==> src/rtl/interval_sched_pkg.sv <==
`default_nettype none
// ============================================================================
// Module      : interval_sched_pkg
// Description : Shared types, defaults and the round-robin selection helper
//               for the interval scheduler.
//               - sched_state_e : 2-bit scheduler state (IDLE, RUN, DONE)
//               - c_default_nreq / c_default_n : default requester count and
//                 counter width
//               - rr_select() : one-hot round-robin pick from a request
//                 vector, searching upward from a pointer and wrapping
// Revision    : 1.0 - initial release
// ============================================================================
package interval_sched_pkg;

    localparam int c_default_nreq = 4;
    localparam int c_default_n    = 4;

    // The selection helper works on a fixed 8-bit vector (largest supported
    // requester count); callers zero-extend and slice.
    localparam int c_max_nreq     = 8;

    typedef enum logic [1:0] {
        ST_IDLE = 2'd0,
        ST_RUN  = 2'd1,
        ST_DONE = 2'd2
    } sched_state_e;

    // Returns a one-hot vector marking the first set request at or above
    // 'ptr', wrapping modulo 'nreq'. All-zero when no request is set.
    function automatic logic [c_max_nreq-1:0] rr_select(
        input logic [c_max_nreq-1:0] req,
        input logic [2:0]            ptr,
        input int                    nreq
    );
        logic [c_max_nreq-1:0] sel;
        logic                  found;
        logic [2:0]            idx;
        sel   = '0;
        found = 1'b0;
        for (int k = 0; k < c_max_nreq; k++) begin
            idx = 3'((int'(ptr) + k) % nreq);
            if ((k < nreq) && !found && req[idx]) begin
                sel[idx] = 1'b1;
                found    = 1'b1;
            end
        end
        return sel;
    endfunction

endpackage
`default_nettype wire

==> src/rtl/interval_counter.sv <==
`default_nettype none
// ============================================================================
// Module      : interval_counter
// Description : N-bit tick counter used by the interval scheduler. Clears on
//               'clr', advances on 'en', and flags the final tick of an
//               interval whose length is 'limit' (0 meaning 2^N ticks).
// Ports       : clk   - rising-edge clock
//               reset - asynchronous, active-low reset
//               clr   - synchronous clear (wins over en)
//               en    - advance by one tick
//               limit - interval length, N bits
//               count - current tick index
//               last  - count == limit-1 (mod 2^N)
// Revision    : 1.0 - initial release
// ============================================================================
module interval_counter #(
    parameter int N = 4
) (
    input  logic         clk,
    input  logic         reset,
    input  logic         clr,
    input  logic         en,
    input  logic [N-1:0] limit,
    output logic [N-1:0] count,
    output logic         last
);

    logic [N-1:0] r_count_q;
    logic [N-1:0] w_count_d;

    always_comb begin
        w_count_d = r_count_q;
        if (clr) begin
            w_count_d = '0;
        end else if (en) begin
            w_count_d = r_count_q + N'(1);
        end
    end

    always_ff @(posedge clk or negedge reset) begin
        if (!reset) begin
            r_count_q <= '0;
        end else begin
            r_count_q <= w_count_d;
        end
    end

    assign count = r_count_q;
    // Modular subtraction makes limit==0 map to the all-ones tick, giving a
    // full 2^N-tick interval without a special case.
    assign last  = (r_count_q == (limit - N'(1)));

endmodule
`default_nettype wire

==> src/rtl/interval_scheduler.sv <==
`default_nettype none
// ============================================================================
// Module      : interval_scheduler
// Description : Round-robin arbiter sharing one interval counter among NREQ
//               requesters. The winner owns the counter for 'len' ticks
//               (0 = 2^N), then receives a one-cycle 'done' pulse.
//               Optional feature macro: INTERVAL_SCHED_ABORT_EN - when
//               defined, the owner dropping its request during RUN abandons
//               the interval without a 'done' pulse.
// Ports       : clk   - rising-edge clock
//               reset - asynchronous, active-low reset
//               req   - per-requester request level (NREQ)
//               len   - packed interval lengths, slice i = len[i*N +: N]
//               grant - one-hot counter owner, or zero (NREQ)
//               done  - one-cycle completion pulse to the owner (NREQ)
//               busy  - counter owned (RUN or DONE)
//               count - tick index of the running interval (N)
// Revision    : 1.0 - initial release
// ============================================================================
module interval_scheduler
    import interval_sched_pkg::*;
#(
    parameter int NREQ = c_default_nreq,
    parameter int N    = c_default_n
) (
    input  logic              clk,
    input  logic              reset,
    input  logic [NREQ-1:0]   req,
    input  logic [NREQ*N-1:0] len,
    output logic [NREQ-1:0]   grant,
    output logic [NREQ-1:0]   done,
    output logic              busy,
    output logic [N-1:0]      count
);

    localparam int c_idx_w = (NREQ > 1) ? $clog2(NREQ) : 1;

    sched_state_e          r_state_q,  w_state_d;
    logic [NREQ-1:0]       r_grant_q,  w_grant_d;
    logic [NREQ-1:0]       r_done_q,   w_done_d;
    logic                  r_busy_q,   w_busy_d;
    logic [c_idx_w-1:0]    r_ptr_q,    w_ptr_d;
    logic [c_idx_w-1:0]    r_winner_q, w_winner_d;
    logic [N-1:0]          r_limit_q,  w_limit_d;

    logic [c_max_nreq-1:0] w_sel_full;
    logic [NREQ-1:0]       w_sel;
    logic [c_idx_w-1:0]    w_sel_idx;
    logic [N-1:0]          w_sel_len;
    logic [c_idx_w-1:0]    w_ptr_next;
    logic                  w_cnt_clr;
    logic                  w_cnt_en;
    logic                  w_cnt_last;
    logic                  w_abort;

    // ------------------------------------------------------------------
    // Round-robin pick, evaluated every cycle but only acted on in IDLE
    // ------------------------------------------------------------------
    assign w_sel_full = rr_select(c_max_nreq'(req), 3'(r_ptr_q), NREQ);
    assign w_sel      = w_sel_full[NREQ-1:0];

    generate
        if (NREQ < c_max_nreq) begin : g_sel_pad
            // Upper bits are always zero because the search is bounded by NREQ.
            logic w_unused_sel_hi;
            assign w_unused_sel_hi = |w_sel_full[c_max_nreq-1:NREQ];
        end
    endgenerate

    always_comb begin
        w_sel_idx = '0;
        w_sel_len = '0;
        for (int i = 0; i < NREQ; i++) begin
            if (w_sel[i]) begin
                w_sel_idx = c_idx_w'(i);
                w_sel_len = len[i*N +: N];
            end
        end
    end

    assign w_ptr_next = (r_winner_q == c_idx_w'(NREQ - 1)) ? '0
                                                           : r_winner_q + c_idx_w'(1);

`ifdef INTERVAL_SCHED_ABORT_EN
    // Owner has withdrawn its request while the interval is running.
    assign w_abort = ~|(req & r_grant_q);
`else
    assign w_abort = 1'b0;
`endif

    // ------------------------------------------------------------------
    // Next-state logic; every output is taken straight from a flop
    // ------------------------------------------------------------------
    always_comb begin
        w_state_d  = r_state_q;
        w_grant_d  = r_grant_q;
        w_done_d   = '0;
        w_busy_d   = r_busy_q;
        w_ptr_d    = r_ptr_q;
        w_winner_d = r_winner_q;
        w_limit_d  = r_limit_q;
        w_cnt_clr  = 1'b0;
        w_cnt_en   = 1'b0;

        case (r_state_q)
            ST_IDLE: begin
                w_cnt_clr = 1'b1;
                if (|req) begin
                    w_state_d  = ST_RUN;
                    w_grant_d  = w_sel;
                    w_busy_d   = 1'b1;
                    w_winner_d = w_sel_idx;
                    w_limit_d  = w_sel_len;
                end
            end
            ST_RUN: begin
                if (w_abort) begin
                    w_state_d = ST_IDLE;
                    w_grant_d = '0;
                    w_busy_d  = 1'b0;
                    w_ptr_d   = w_ptr_next;
                    w_cnt_clr = 1'b1;
                end else if (w_cnt_last) begin
                    // Counter stops here so the final tick stays visible in DONE.
                    w_state_d = ST_DONE;
                    w_done_d  = r_grant_q;
                end else begin
                    w_cnt_en = 1'b1;
                end
            end
            ST_DONE: begin
                w_state_d = ST_IDLE;
                w_grant_d = '0;
                w_busy_d  = 1'b0;
                w_ptr_d   = w_ptr_next;
                w_cnt_clr = 1'b1;
            end
            default: begin
                w_state_d = ST_IDLE;
                w_grant_d = '0;
                w_busy_d  = 1'b0;
                w_cnt_clr = 1'b1;
            end
        endcase
    end

    always_ff @(posedge clk or negedge reset) begin
        if (!reset) begin
            r_state_q  <= ST_IDLE;
            r_grant_q  <= '0;
            r_done_q   <= '0;
            r_busy_q   <= 1'b0;
            r_ptr_q    <= '0;
            r_winner_q <= '0;
            r_limit_q  <= '0;
        end else begin
            r_state_q  <= w_state_d;
            r_grant_q  <= w_grant_d;
            r_done_q   <= w_done_d;
            r_busy_q   <= w_busy_d;
            r_ptr_q    <= w_ptr_d;
            r_winner_q <= w_winner_d;
            r_limit_q  <= w_limit_d;
        end
    end

    interval_counter #(
        .N (N)
    ) u_counter (
        .clk   (clk),
        .reset (reset),
        .clr   (w_cnt_clr),
        .en    (w_cnt_en),
        .limit (r_limit_q),
        .count (count),
        .last  (w_cnt_last)
    );

    assign grant = r_grant_q;
    assign done  = r_done_q;
    assign busy  = r_busy_q;

endmodule
`default_nettype wire

==> config.mk <==
export PLATFORM = sky130hd
export DESIGN_NAME = interval_scheduler
export DESIGN_NICKNAME = d
export VERILOG_FILES = /design/src/rtl/interval_sched_pkg.sv /design/src/rtl/interval_counter.sv /design/src/rtl/interval_scheduler.sv
export SDC_FILE = /design/constraint.sdc
export NUM_CORES = 1
export LEC_CHECK = 0
export ABC_AREA = 1
export CAP_MARGIN = 20
export CORE_UTILIZATION = 55
export CTS_CLUSTER_DIAMETER = 60
export DETAILED_ROUTE_END_ITERATION = 8
export MAX_ROUTING_LAYER = met4
export PLACE_DENSITY = 0.82
export SETUP_SLACK_MARGIN = 0.2
export SYNTH_ARGS = -nofsm -noshare
export SYNTH_HDL_FRONTEND = slang
export SYNTH_SLANG_ARGS = --single-unit
==> constraint.sdc <==
create_clock -name clk -period 2.94 [get_ports clk]
set_input_delay 0.882 -clock clk [delete_from_list [all_inputs] [get_ports clk]]
set_output_delay 0.882 -clock clk [all_outputs]
set_load 0.1 [all_outputs]
* Word level (Yosys, flattened, before mapping)
Cells that the tools add are included.
** Cells by class
- Reductions and logical operators :: 18
- Multiplexer cells :: 44
- Bitwise gates (word level) :: 7
- $lt $le $gt $ge :: 8
- Add/subtract/negate cells :: 6
- Eq/ne operators :: 7
** Operators with widths (count)
- $mux 4 :: 13
- $mux 1 :: 15
- $lt 3x4->1 const B :: 3
- $or 4x4->4 :: 3
- $mux 2 :: 5
- $bmux 1 s3 :: 3
- $demux 1 s3 :: 3
- $ge 3x1->1 const B :: 3
- $pmux 4 s2 :: 1
- $logic_and 1x1->1 :: 7
- $reduce_and 2->1 :: 3
- $reduce_or 2->1 :: 3
- $add 2x1->2 const B :: 2
- $add 2x2->2 const B :: 2
- $add 4x1->4 const B :: 1
- $eq 2x2->1 const B :: 2
- $eq 4x4->1 :: 1
- $lt 2x4->1 const B :: 1
- $ne 2x1->1 const B :: 2
- $pmux 2 s2 :: 1
- $reduce_or 4->1 :: 1
- $sub 4x1->4 const B :: 1
- $and 1x1->1 const A :: 3
- $logic_not 1->1 :: 3
- 8 further kinds :: 8
** Word-level totals
- Word-level logic and storage cells :: 98
- Input bits :: 22
- Output and inout bits :: 13
- Register bits after elaboration :: 23

* Logic depth before layout (Yosys ltp)
Gate-level depths: netlist (run 1).
- Depth in word-level cells :: 17
- Mapped depth :: 14
- Gate-level depth less buffers :: 14

* Cells and area by module
Synthesis (run 1) repeated with hierarchy kept, for this count alone.
** Second synthesis, totals
- Cells, all modules :: 237
- Area, all modules :: 1682.9 µm²
** Modules (own cells, without submodules)
- interval_scheduler :: cells an instance 181, seq. area each 475.5 µm², instances 1, area an instance 1351.3 µm²
- interval_counter :: cells an instance 56, seq. area each 100.1 µm², instances 1, area an instance 331.6 µm²

* Worst setup path after synthesis (run 1)
No wires, ideal clock.
- Path kind :: register -> register
- Start point :: register r_ptr_q[0]
- End point :: register r_limit_q[0]
- Stages on the path, launching flop included :: 15
- Setup slack :: 0.968 ns
- Clock period less this slack :: 1.972 ns
- Data required time :: 2.824 ns
- Library setup time :: 0.116 ns
- Buffers on the path :: 0
- Arrival :: 1.855 ns
- Cell sequence :: dfrtp_1 inv_4 ha_1 inv_1 nand3_1 nand2_2 nand2_8 nor2_8 nand2_2 nand3_4 inv_2 nand3_1 nand2_1 nand2_1 nand2_1
** Between the ends
- Cells in the longest elaborated chain, start to end :: 17
- Elaborated cells on any way between the ends :: 57
- Classes of those cells :: 3 x add/sub; 8 x order compare; 27 x mux; 6 x bitwise; 13 x reduce/logical
** RTL lines
- from (decl) :: RTL line interval_scheduler.sv:42 : logic [c_idx_w-1:0] r_ptr_q, w_ptr_d;
- from (signal assigned) :: RTL line interval_scheduler.sv:161 : r_ptr_q <= w_ptr_d;
- $add 2x1->2 :: RTL line interval_sched_pkg.sv:41 : idx = 3'((int'(ptr) + k) % nreq);
- $reduce_or 2->1 (no source line)
- $and 1x1->1 (no source line)
- $lt 3x4->1 (not written as such) (tied with other cells) :: RTL line interval_sched_pkg.sv:43 : sel[idx] = 1'b1;
- $logic_and 1x1->1 (not written as such) or $mux 1 (tied branches) :: RTL line interval_sched_pkg.sv:43, interval_sched_pkg.sv:42
- $mux 1 (not written as such) or $logic_and 1x1->1 (tied branches) :: RTL line interval_sched_pkg.sv:43, interval_sched_pkg.sv:42
- $demux 1 s3 or $mux 1 (tied branches) :: RTL line interval_sched_pkg.sv:43, interval_sched_pkg.sv:42
- $or 4x4->4 (no source line) or $logic_not 1->1 (tied branches)
- $mux 4 or $logic_and 1x1->1 (tied branches) :: RTL line interval_sched_pkg.sv:42 : if ((k < nreq) && !found && req[idx]) begin
- $or 4x4->4 (no source line) or $mux 1 (tied branches)
- $mux 4 or $logic_not 1->1 (tied branches) :: RTL line interval_sched_pkg.sv:42
- $or 4x4->4 (no source line) or $logic_and 1x1->1 (tied branches)
- $mux 4 (*) :: RTL line interval_sched_pkg.sv:42
- $mux 4 (3 in series) :: RTL line interval_scheduler.sv:74 : if (w_sel[i]) begin
- $mux 4 (*) :: RTL line interval_scheduler.sv:74
- to (signal assigned) :: RTL line interval_scheduler.sv:163 : r_limit_q <= w_limit_d;
- to (decl) :: RTL line interval_scheduler.sv:44 : logic [N-1:0] r_limit_q, w_limit_d;
Every way passes the cells marked *; elsewhere a longest branch is shown, timed or not. The select of a mux whose other input is x is not followed.
A chain may end at the register's enable or synchronous reset.

* Final worst setup path (run 1)
- Start point :: input port req[0]
- End point :: register r_limit_q[1]
** Between the ends
- Cells in the longest elaborated chain, start to end :: 16
- Elaborated cells on any way between the ends :: 30
- Classes of those cells :: 19 x mux; 3 x bitwise; 8 x reduce/logical
** RTL lines
- from (decl) :: RTL line interval_scheduler.sv:28 : input logic [NREQ-1:0] req,
- $bmux 1 s2 :: RTL line interval_sched_pkg.sv:42
- $mux 1 (not written as such) :: RTL line interval_sched_pkg.sv:42
- $mux 1 :: RTL line interval_sched_pkg.sv:42
- $logic_not 1->1 :: RTL line interval_sched_pkg.sv:42
- $logic_and 1x1->1 :: RTL line interval_sched_pkg.sv:42
- $mux 1 :: RTL line interval_sched_pkg.sv:42
- $logic_not 1->1 :: RTL line interval_sched_pkg.sv:42
- $logic_and 1x1->1 :: RTL line interval_sched_pkg.sv:42
- $mux 1 :: RTL line interval_sched_pkg.sv:42
- $logic_not 1->1 :: RTL line interval_sched_pkg.sv:42
- $logic_and 1x1->1 :: RTL line interval_sched_pkg.sv:42
- $mux 4 :: RTL line interval_sched_pkg.sv:42
- $mux 4 (4 in series) :: RTL line interval_scheduler.sv:74
Several ways; a longest one is shown, not always the timed one. The select of a mux whose other input is x is not followed.

==> impl.org, run 1 <==
** Run status
- The run finished with clean final reports.

** Clock network
- No sink is reached through more buffers than the 2 on the longest clock path.
- Worst-Skew Late Latency :: about 310 ps
- Quantity of hold-fixing buffers added after cts :: 0
- After clock tree synthesis, the repair step resized 0 gates.
- Clock tree synthesis found a total of 23 sinks.
- Clock-pin slew was measured on the worst setup and hold paths at 120 ps.
- The number of clock buffers added by TritonCTS is 3.
- CTS placed an instance of sky130_fd_sc_hd__clkbuf_4 at the clock tree root.
- TritonCTS clock tree :: done
- In this run the number of H-tree levels came out at 1.
- Post-CTS Setup Bufs :: 0

** Global route
- Total routing resource utilization after global routing :: around 24%
- Maximum number of pins on one net before global-route repair :: 24
- Antenna violations before repair :: 0
- The first global-routing pass estimated between 5 and 6 mm of wire.
- Vias in the first global route :: roughly 1.3k
- The total overflow left after global routing is 0.

** Synthesis
- By instance count, the leading cell after synthesis is sky130_fd_sc_hd__nand2_1.
- Commonest cells in the netlist :: sky130_fd_sc_hd__nand2_1, sky130_fd_sc_hd__nand3_1, sky130_fd_sc_hd__inv_1
- Cell types with the largest area share after synthesis :: sky130_fd_sc_hd__dfrtp_1, sky130_fd_sc_hd__nand2_1, sky130_fd_sc_hd__nand3_1, sky130_fd_sc_hd__ha_1, sky130_fd_sc_hd__inv_1
- After synthesis the netlist holds a flip-flop and latch count of 23.
- Counting every net in the synthesized netlist gives ~240.
- The synthesized design contains 0 enable-type register cells.
- In this run the cell area of the synthesized design comes to ~0.0016 sq mm.
- Of the post-synthesis cell area, the dominant cell type holds a little over a third.
- Library cell with the largest summed area after synthesis :: sky130_fd_sc_hd__dfrtp_1
- For this run, asynchronously set or reset flops after synthesis account for 100%.
- Count of distinct cell types in the synthesized netlist :: 27
- Average cell area after synthesis :: just under 8 sq um
- Commonest register cell after synthesis :: sky130_fd_sc_hd__dfrtp_1
- The Yosys step of the flow raised 0 warnings.
- The share of the Yosys chip area taken by registers is roughly a third.
- Count of mapped cells out of synthesis :: 212

** Floorplanning
- 35 I/O pins were placed.
- Die W :: 56.5 um
- The floorplan has 19 rows.
- From bottom edge to top edge, the die measures approximately 57 um.
- Effective utilization at floorplan :: between 50% and 60%
- Area enclosed by the die boundary :: approximately 0.0032 sq mm
- The core region is approximately 0.0028 sq mm.

** Power and ir drop
- Comb pwr share :: about 70%
- In this run, the clock network consumes under 10% of the power.
- VDD IR-drop max :: approximately 1.1 mV
- Net switching fraction of the power :: around three fifths
- Power spread over the standard cell area amounts to around 1200 mW/mm^2.
- Pwr Total :: 2.48 mW
- Internal power :: roughly 1.0 mW
- Summed over all nets, the switching power comes to ~1.4 mW.
- Sequential group share of total power :: 22.4%
- Leakage power of the design :: 1.08 nW

** Worst hold path
- In this run the worst hold path is classified as register to register.

** Critical path
- Required time of the worst setup path :: around 3200 ps
- Startpoint-to-endpoint class of the critical path :: input pin to register
- Nature of the critical path startpoint :: input pin
- CP most frequent cell :: sky130_fd_sc_hd__nand2_1
- The largest single stage delay on the critical path is roughly 540 ps.
- Worst path arrival time :: approximately 2600 ps
- In this run the worst path has a maximum fanout of 10.
- Cell with the largest stage delay on the worst path :: sky130_fd_sc_hd__clkdlybuf4s50_1
- Traced cell by cell, the critical path runs through clkdlybuf4s50_1 -> inv_1 -> nand4_1 -> nand2_1 -> nor2_2 -> nand3_1 -> nor2_1 -> nand2_1 -> nand2_1.
- STA classifies the critical path endpoint as a register.

** Detailed routing
- After detailed routing, the number of remaining DRC violations is 0.
- In the routed layout, each cell is associated on average with a via count of roughly 5.
- Total length of routed wires :: about 3.4 mm
- TritonRoute pass-1 iters :: 4
- Wire per inst :: 12.1 um
- Summing over every cut layer, the via total after detailed routing is ~1.4k.
- The count of nets left with antenna violations once routing finished came out at 0.
- Detailed router's first-iteration violation count :: just over 80

** Place
- Dpl cell area :: about 0.002 sq mm
- Global placer's final weighted congestion :: 0.810
- The count of buffers added on input and output ports is 34.
- Timing analysis after detailed placement gives a worst setup slack of 331 ps.
- Detailed placement finished with a half-perimeter wire length of 2.66 mm.

** Run
- The tool flagged a number of max-cap violations equal to 0.

** Timing
- Endpoints failing hold :: 0
- Across the routed clock network, the largest skew measured is around 7.4 ps.
- Final setup viols :: 0
- The worst path needs ~2300 ps of the cycle, external delays included.
- For the pin with the worst max-slew slack, the measured transition is slightly above 400 ps.
- The max-slew violation total from the final report was 0.
- Normalized max-slew margin :: 72.9%
- Of the available clock period, the critical path in the final layout requires between 70 and 80%.
- Setup repair after global routing left no endpoint under its margin.
- Once routing completed, OpenROAD measured the worst setup slack at ~660 ps.
- Summed over all failing endpoints, the final setup total negative slack is 0 ps.
- Timing would allow up to 438 MHz.

** Final layout
- Antenna fix cells :: 0
- Area of all placed cells without fillers :: a little over 0.002 sq mm
- Net count reported at finish :: around 280
- Cells fill ~72% of the core in the end.
- Area added between synthesis and finish :: 23.3%
- Layout cells sized above 1 :: ~17%
==> metrics by stage <==
stage / std cells / hold WS (ps)
4_1_cts: 282 / 499
2_1_floorplan: 212 / 461
3_3_place_gp: 278 / 477
6_report: 282 / 498
3_5_place_dp: 278 / 483
5_1_grt: 282 / 514
==> power by group through the flow <==
stage / sequential, mW / clock, mW / combinational [mW]
after floorplan: 0.903 / 0 / 1.08
after global placement: 0.562 / 0 / 1.76
after detailed placement: 0.564 / 0 / 1.77
after CTS: 0.557 / 0.146 / 1.78
after global routing: 0.577 / 0.159 / 1.96
final: 0.556 / 0.144 / 1.78
==> kinds of logic after synthesis <==
kind of cell / count (synthesis) / synth area share [%]
AND/OR/NAND/NOR: 124 / 40.7
XOR/XNOR: 4 / 2.14
buffers and inverters: 28 / 6.58
adder cells (fa/ha/maj): 10 / 7.66
flip-flops: 23 / 35.2
AO/OA/AOI/OAI: 23 / 7.73
==> layout make-up <==
class                   count  area (sq um)
repair buffers             35           315
clock buffers               4          26.3
multi-input cells         161           951
fillers                   229           767
well taps                  31          38.8
flip-flops and latches     23           576
inverters                  28           108
==> registers in the layout (all words and copies together), names as in the netlist <==
| register | flops |
|---|---|
| r_limit_q | 4 |
| r_winner_q | 2 |
| u_counter.count | 4 |
| busy | 1 |
| r_ptr_q | 2 |
| grant | 4 |
| r_state_q | 2 |
| done | 4 |
==> critical path: cells and delay by family <==
family	cells	cell delay, ps
simple gates	7	1050
buf+inv	2	620
==> routing by layer <==
metal / GRT usage (%) / vias up / wire length [um]
met5: - / - / 0
met2: 37.6 / 31 / 1580
li1: - / 766 / -
met1: 32.8 / 650 / 1680
met4: 3.14 / 0 / 14
met3: 5.76 / 2 / 142
==> placed cells by master, fill, tap and decap left out, drive strengths merged <==
cell type | netlist | final
o21ai | 9 | 9
and3 | 1 | 1
nor2 | 16 | 16
xnor2 | 2 | 2
nand3 | 30 | 30
dfrtp | 23 | 23
o211ai | 1 | 1
nand2 | 69 | 69
nand4 | 2 | 2
a21oi | 13 | 13
clkbuf | 0 | 4
xor2 | 2 | 2
nand3b | 2 | 2
clkdlybuf4s50 | 0 | 21
nor3 | 3 | 3
or2 | 1 | 1
buf | 0 | 14
inv | 28 | 28
ha | 10 | 10
==> path summary, 6_finish.rpt <==
| path | startpoint | end | slack [ps] | depth (start not counted) |
|---|---|---|---|---|
| worst max-delay path | req[0] | r_limit_q[1]$_DFFE_PN0P_ | 660 | 9 |
| worst min-delay path | r_state_q[1]$_DFFE_PN0P_ | busy$_DFFE_PN0P_ | 500 | 1 |
| worst max register to register | r_ptr_q[0]$_DFFE_PN0N_ | r_limit_q[0]$_DFFE_PN0P_ | 700 | 14 |
| worst min register to register | r_state_q[1]$_DFFE_PN0P_ | busy$_DFFE_PN0P_ | 500 | 1 |
| max in group asynchronous | reset | r_state_q[1]$_DFFE_PN0P_ | 1820 | 2 |
| min in group asynchronous | reset | u_counter.count[2]$_DFFE_PN0P_ | 900 | 2 |
No activity file was read; power rests on OpenSTA's default activity.
==> run 2, diff against run 1 <==
CORE_UTILIZATION = 51   (was 55)
PLACE_DENSITY = 0.77   (was 0.82)
clock period = 2.24 ns   (was 2.94 ns; I/O delays follow)
==> impl.org, run 2 (same netlist as run 1, synthesis figures left out) <==
** Run status
- The flow ran to the end, and the final reports show no timing, DRC or antenna violations.

** Detailed routing
- Post-route antenna net violation count :: 0
- Before antenna repair, the detailed router went through 4 iterations.
- After detailed routing, the number of vias per cell comes to ~5.1.
- After detailed routing, the average wire length per cell comes to between 10 and 15 um.
- After the first detailed-routing iteration, the DRC count stood at 71.
- The final route contains 1561 vias.
- # DRC :: 0
- After detailed routing, the total wire length is roughly 3.7 mm.

** Final layout
- Most common cell after layout, fill and taps aside :: sky130_fd_sc_hd__nand2_1
- Commonest cells after routing, fill and taps aside :: sky130_fd_sc_hd__nand2_1, sky130_fd_sc_hd__nand3_1, sky130_fd_sc_hd__inv_1
- Once layout is complete, the utilization of the core stands at between 70% and 80%.
- The repair_antennas step left the layout with diodes totalling 0.
- The post-route netlist has between 20% and 30% of its cells at a drive strength greater than 1.
- Net count reported at finish :: 296
- Area added between synthesis and finish :: 33.7%

** Global route
- The number of antenna violations at the first check in global routing is 0.
- Total congestion overflow :: 0
- Vias in the first global route :: between 1k and 1.5k
- For this run, the total global-route usage over all layers was measured as between 20% and 30%.
- Entering global routing, the biggest net connects 24 pins.
- Global-route wire length before repair :: around 6 mm

** Place
- Global placer's final weighted congestion :: between 0.8 and 0.9
- Dpl hpwl :: just under 3 mm
- Timing analysis after detailed placement gives a worst setup slack of -126 ps.
- During placement, the flow inserted port buffers numbering 34.

** Critical path
- By instance count, the cell type seen most on the critical path is sky130_fd_sc_hd__nand2_2.
- Nature of the critical path startpoint :: register
- Top fanout value on the critical path :: 5
- The largest single stage delay on the critical path is roughly 420 ps.
- Cell with the largest stage delay on the worst path :: sky130_fd_sc_hd__dfrtp_1
- STA puts the critical path data required time at between 2000 and 2500 ps.
- Broken down by cell family, the worst path's largest delay share belongs to simple AND/OR/NAND/NOR gates.
- Crit path buffers/inverters :: 2
- STA classifies the critical path endpoint as a register.
- CP cell instances :: clkinv_4 -> ha_4 -> inv_1 -> nand3_1 -> nand2_2 -> nand2_8 -> nor2_8 -> a21oi_2 -> nand2_2 -> nand2_1 -> o21ai_0
- The critical path is of the register to register type.
- Worst path arrival time :: ~2100 ps

** Floorplanning
- In this run the core area contains 20 standard-cell rows.
- Effective utilization at floorplan :: a little over half
- IO Count :: 35
- Core box area :: 0.00305 sq mm
- Area enclosed by the die boundary :: roughly 0.0034 sq mm
- Die span in y :: about 59 um
- From left edge to right edge, the die measures ~60 um.

** Timing
- Period utilization :: 83.2%
- Setup repair after global routing missed its margin :: false
- Slew @ Worst Pin :: ~290 ps
- Final setup viols :: 0
- Setup slack closes at roughly 380 ps.
- Clock tree skew after final layout :: around 6.0 ps
- The worst path needs roughly 1900 ps of the cycle, external delays included.
- Headroom to the max-slew limit came out at 80.7%.
- The number of hold violations in the final report came to 0.
- Timing-limited maximum frequency :: 536 MHz
- Fin. max-slew vios :: 0

** Clock network
- CTS built an H-tree with a depth of 1.
- Worst-Skew Late Latency :: 310 ps
- Clk Tree Root Cell :: sky130_fd_sc_hd__clkbuf_4
- The tree built by TritonCTS fans out to 23 sinks.
- Number of buffers created by CTS :: 3
- The clock passes through at most 2 buffers.
- After clock tree synthesis, the clock-pin slew on the worst setup and hold paths is approximately 120 ps.
- TritonCTS built the clock tree.

** Power and ir drop
- Pwr Total :: 3.52 mW
- Power density over the cells :: around 1600 mW/mm^2
- Across the VDD grid, the largest voltage drop is 0.723 mV.
- For this design the static power due to leakage is about 1.2 nW.

** Worst hold path
- Min-Delay Path Class :: register to register

** Run
- Max-capacitance violation count :: 0
==> run 2: through the flow <==
step           std cells  setup TNS, ps  instance area (sq um)  hold slack (ps)
2_1_floorplan        212              0                   1630              376
3_3_place_gp         300           -362                   2100              486
3_5_place_dp         300           -603                   2100              503
4_1_cts              304              0                   2120              528
5_1_grt              307              0                   2180              557
6_report             307              0                   2180              532
==> run 2: repair_timing <==
action,CTS,global route
setup endpoints to repair,0,8
hold buffers,0,0
setup buffers,0,3
gates resized for setup,0,11
==> run 2: report_power, final <==
part           switching [mW]  total, mW  internal, mW
Clock                   0.121      0.190        0.0696
Combinational            1.70       2.63         0.925
Sequential              0.129      0.701         0.572
Total                    1.95       3.52          1.57
==> run 2: final timing paths <==
kind | end | cells past startpoint | slack [ps] | startpoint
hold / removal | r_winner_q[1]$_DFFE_PN0P_ | 2 | 530 | r_winner_q[1]$_DFFE_PN0P_
setup reg to reg | grant[3]$_DFFE_PN0P_ | 11 | 380 | r_ptr_q[0]$_DFFE_PN0N_
setup / recovery | grant[3]$_DFFE_PN0P_ | 11 | 380 | r_ptr_q[0]$_DFFE_PN0N_
hold reg to reg | r_winner_q[1]$_DFFE_PN0P_ | 2 | 530 | r_winner_q[1]$_DFFE_PN0P_
min in group asynchronous | r_limit_q[1]$_DFFE_PN0P_ | 2 | 700 | reset
max in group asynchronous | busy$_DFFE_PN0P_ | 2 | 1320 | reset
==> run 2: metal layers <==
layer	wire length [um]	up-vias	share of wire (%)	track usage [%]
met4	45	0	1.2	4.08
met3	174	9	4.6	5.05
li1	-	785	-	-
met5	0	-	0	-
met2	1860	41	50	39.4
met1	1670	726	44	29.5
==> run 2: final cells by class <==
type	instances	area [sq um]
fillers	262	868
inverters	28	110
flip-flops and latches	23	576
well taps	44	55.1
clock buffers	4	26.3
repair buffers	47	440
multi-input cells	161	977
==> run 2: worst reg2reg max path, cell delays in order (launching register included) <==
cell and delay [ps]:
sky130_fd_sc_hd__dfrtp_1 420, sky130_fd_sc_hd__clkinv_4 90, sky130_fd_sc_hd__ha_4 290, sky130_fd_sc_hd__inv_1 60, sky130_fd_sc_hd__nand3_1 90, sky130_fd_sc_hd__nand2_2 90
sky130_fd_sc_hd__nand2_8 110, sky130_fd_sc_hd__nor2_8 50, sky130_fd_sc_hd__a21oi_2 160, sky130_fd_sc_hd__nand2_2 110, sky130_fd_sc_hd__nand2_1 150, sky130_fd_sc_hd__o21ai_0 120
==> run 3, diff against run 2 <==
clock period = 1.84 ns   (was 2.24 ns; I/O delays follow)
==> impl.org, run 3 (same netlist as run 1, synthesis figures left out) <==
** Floorplanning
- Pin placement for this block handled 35 I/O pins.
- The initial utilization of the core area, before any placement, comes to approximately 54%.
- Site Rows :: 20
- Measured along the y axis, the die boundary spans 58.6 um.
- Die W :: slightly below 60 um
- Core box area :: between 0.003 and 0.004 sq mm
- The floorplan step defined a die boundary enclosing roughly 0.0034 sq mm.

** Critical path
- STA puts the critical path data required time at 2070 ps.
- The worst setup path is launched from a register.
- The critical path is of the register to register type.
- Top fanout value on the critical path :: 9
- Endpoint kind of the worst setup timing path :: register
- Data arrives at the worst endpoint at around 2100 ps.

** Power and ir drop
- Leakage power of the design :: ~1.3 nW
- Pwr Total :: around 5.4 mW
- The clock network burns 4.6% of the power.
- The internal power of the cells totals roughly 2.5 mW.
- Sequential cells burn 16.9% of the power.
- Net Sw Power :: between 2 and 3 mW
- Power spread over the standard cell area amounts to ~2100 mW/mm^2.
- Net switching fraction of the power :: between 50% and 60%
- Combinational logic is responsible for ~80% of the overall power.
- Across the VDD grid, the largest voltage drop is about 1.1 mV.

** Timing
- The number of hold violations in the final report is 0.
- Timing-limited maximum frequency :: ~530 MHz
- The clock arrives with between 5 and 6 ps of skew.
- Once routing completed, OpenROAD measured the worst setup slack at -33.6 ps.
- Setup repair after global routing missed its margin :: true
- Setup violations remaining at the end of the flow were counted as 2.
- Fin. max-slew vios :: 0
- Period utilization :: 102%
- In this run the tightest slew margin relative to its limit is approximately four fifths.
- For the finished layout, the period the worst path requires is around 1900 ps.
- Hold Worst Slack :: 517 ps
- At the pin with the least slew margin, the transition time is 310 ps.

** Detailed routing
- Dividing the detail-routed via count by the number of cells gives around 5.5.
- For this block, the via count after detailed routing is 1698.
- For this block, the routed nets add up to 4.66 mm of wire.
- In the final routed layout, each cell accounts on average for 15.0 um.
- Post-route antenna net violation count :: 0
- TritonRoute pass-1 iters :: 4
- For this run, design rule violations remaining after detail routing come to 0.
- After the first detailed-routing iteration, the DRC count stood at roughly 120.

** Global route
- Summed over all layers, the global routing overflow is 0.
- The first global-routing pass estimated a little over 7 mm of wire.
- Entering global routing, the biggest net connects 24 pins.
- The number of antenna violations at the first check in global routing came to 0.
- The via count of the first global-routing pass came to ~1.7k.
- Global routing used around 28% of the available tracks.

** Final layout
- Area added between synthesis and finish :: 57.2%
- Counting the fill cells in the layout gives around 190.
- After routing the design area is roughly 0.0026 sq mm.
- Antenna fix cells :: 0
- After the last flow step, the layout net total stands at 300.
- Most common cell after layout, fill and taps aside :: sky130_fd_sc_hd__nand2_1
- Layout cells sized above 1 :: between 30% and 40%
- Commonest cells after routing, fill and taps aside :: sky130_fd_sc_hd__nand2_1, sky130_fd_sc_hd__inv_1, sky130_fd_sc_hd__dfrtp_1, sky130_fd_sc_hd__clkdlybuf4s50_1
- Cells fill approximately 84% of the core in the end.

** Run status
- The flow ran to the end, but the final reports show violations.
- Violations in the final reports :: negative setup slack

** Place
- Count of input and output buffers :: 34
- In this run the cell area measured after placement is 0.00235 sq mm.
- Dpl hpwl :: between 3 and 4 mm
- Routability-driven placement finished with a final weighted congestion of approximately 0.9.

** Worst hold path
- Min-Delay Path Class :: register to register

** Clock network
- Clk Tree Root Cell :: sky130_fd_sc_hd__clkbuf_4
- For this design, the sink count on the clock tree is 23.
- In this run the number of H-tree levels came out at 1.
- Number of buffers created by CTS :: 3
- Quantity of hold-fixing buffers added after cts :: 0
- Post-CTS clock slew at the launch and capture registers of the worst setup and hold paths :: 140 ps
- Clock latency on the worst-skew pair, taken at its later pin, is roughly 330 ps.
- TritonCTS built the clock tree.
- Clock buffer depth :: 2

** Run
- Max-capacitance violation count :: 0
==> run 3: per-layer routing <==
| metal | wire length (um) | up-vias | global-route usage [%] |
|---|---|---|---|
| met4 | 77 | 0 | 12.9 |
| met2 | 2490 | 80 | 48.3 |
| met5 | 0 | - | - |
| met1 | 1900 | 812 | 33.1 |
| met3 | 185 | 9 | 3.74 |
| li1 | - | 797 | - |
==> run 3: timing repair <==
| action | in CTS | in global routing |
|---|---|---|
| pin swaps | 11 | 9 |
| gates resized for setup | 22 | 24 |
| setup endpoints to repair | 17 | 18 |
| setup buffers | 2 | 1 |
==> run 3: path summary, 6_finish.rpt <==
check | startpoint | endpoint | slack [ps] | cells after the start
max in group asynchronous | reset | u_counter.count[2]$_DFFE_PN0P_ | 1020 | 2
min in group asynchronous | reset | done[1]$_DFF_PN0_ | 570 | 2
min reg2reg | r_state_q[1]$_DFFE_PN0P_ | busy$_DFFE_PN0P_ | 520 | 1
max | r_ptr_q[0]$_DFFE_PN0N_ | r_limit_q[1]$_DFFE_PN0P_ | -30 | 14
min | r_state_q[1]$_DFFE_PN0P_ | busy$_DFFE_PN0P_ | 520 | 1
max reg2reg | r_ptr_q[0]$_DFFE_PN0N_ | r_limit_q[1]$_DFFE_PN0P_ | -30 | 14
==> run 3: cell type report <==
| class | instances | area [sq um] | share of cell area (%) |
|---|---|---|---|
| Tap cell | 44 | 55.1 | 2.14 |
| Multi-Input combinational cell | 161 | 1150 | 44.8 |
| Clock inverter | 1 | 5.00 | 0.195 |
| Clock buffer | 3 | 22.5 | 0.877 |
| Sequential cell | 23 | 586 | 22.8 |
| Inverter | 28 | 115 | 4.48 |
| Timing Repair Buffer | 51 | 634 | 24.7 |
==> run 3: through the flow <==
step / setup slack (ps) / setup TNS, ps / instances
finish: -33.6 / -45.4 / 311
global route: -130 / -710 / 311
CTS: 69.2 / 0 / 310
detailed placement: -417 / -3510 / 304
global placement: -376 / -3070 / 304
floorplan: 81.8 / 0 / 212
==> run 3: power by group through the flow <==
stage,Combinational [mW],Sequential (mW),Clock (mW)
after floorplan,1.86,1.46,0
after global placement,3.46,0.907,0
after detailed placement,3.55,0.920,0
after CTS,3.83,0.909,0.241
after global routing,4.53,0.935,0.268
final,4.25,0.916,0.250
==> run 3: worst max-delay path: stages (launching register included) <==
cell and delay, ps:
sky130_fd_sc_hd__dfrtp_2 460, sky130_fd_sc_hd__inv_4 80, sky130_fd_sc_hd__buf_12 120, sky130_fd_sc_hd__nand2_2 70, sky130_fd_sc_hd__nand3_1 100, sky130_fd_sc_hd__nand2_2 100, sky130_fd_sc_hd__buf_12 140, sky130_fd_sc_hd__nor2_8 170
sky130_fd_sc_hd__nand2_4 70, sky130_fd_sc_hd__nand3_4 140, sky130_fd_sc_hd__inv_4 70, sky130_fd_sc_hd__nand3_2 50, sky130_fd_sc_hd__nand2_1 50, sky130_fd_sc_hd__nand2_1 70, sky130_fd_sc_hd__nand2_1 60
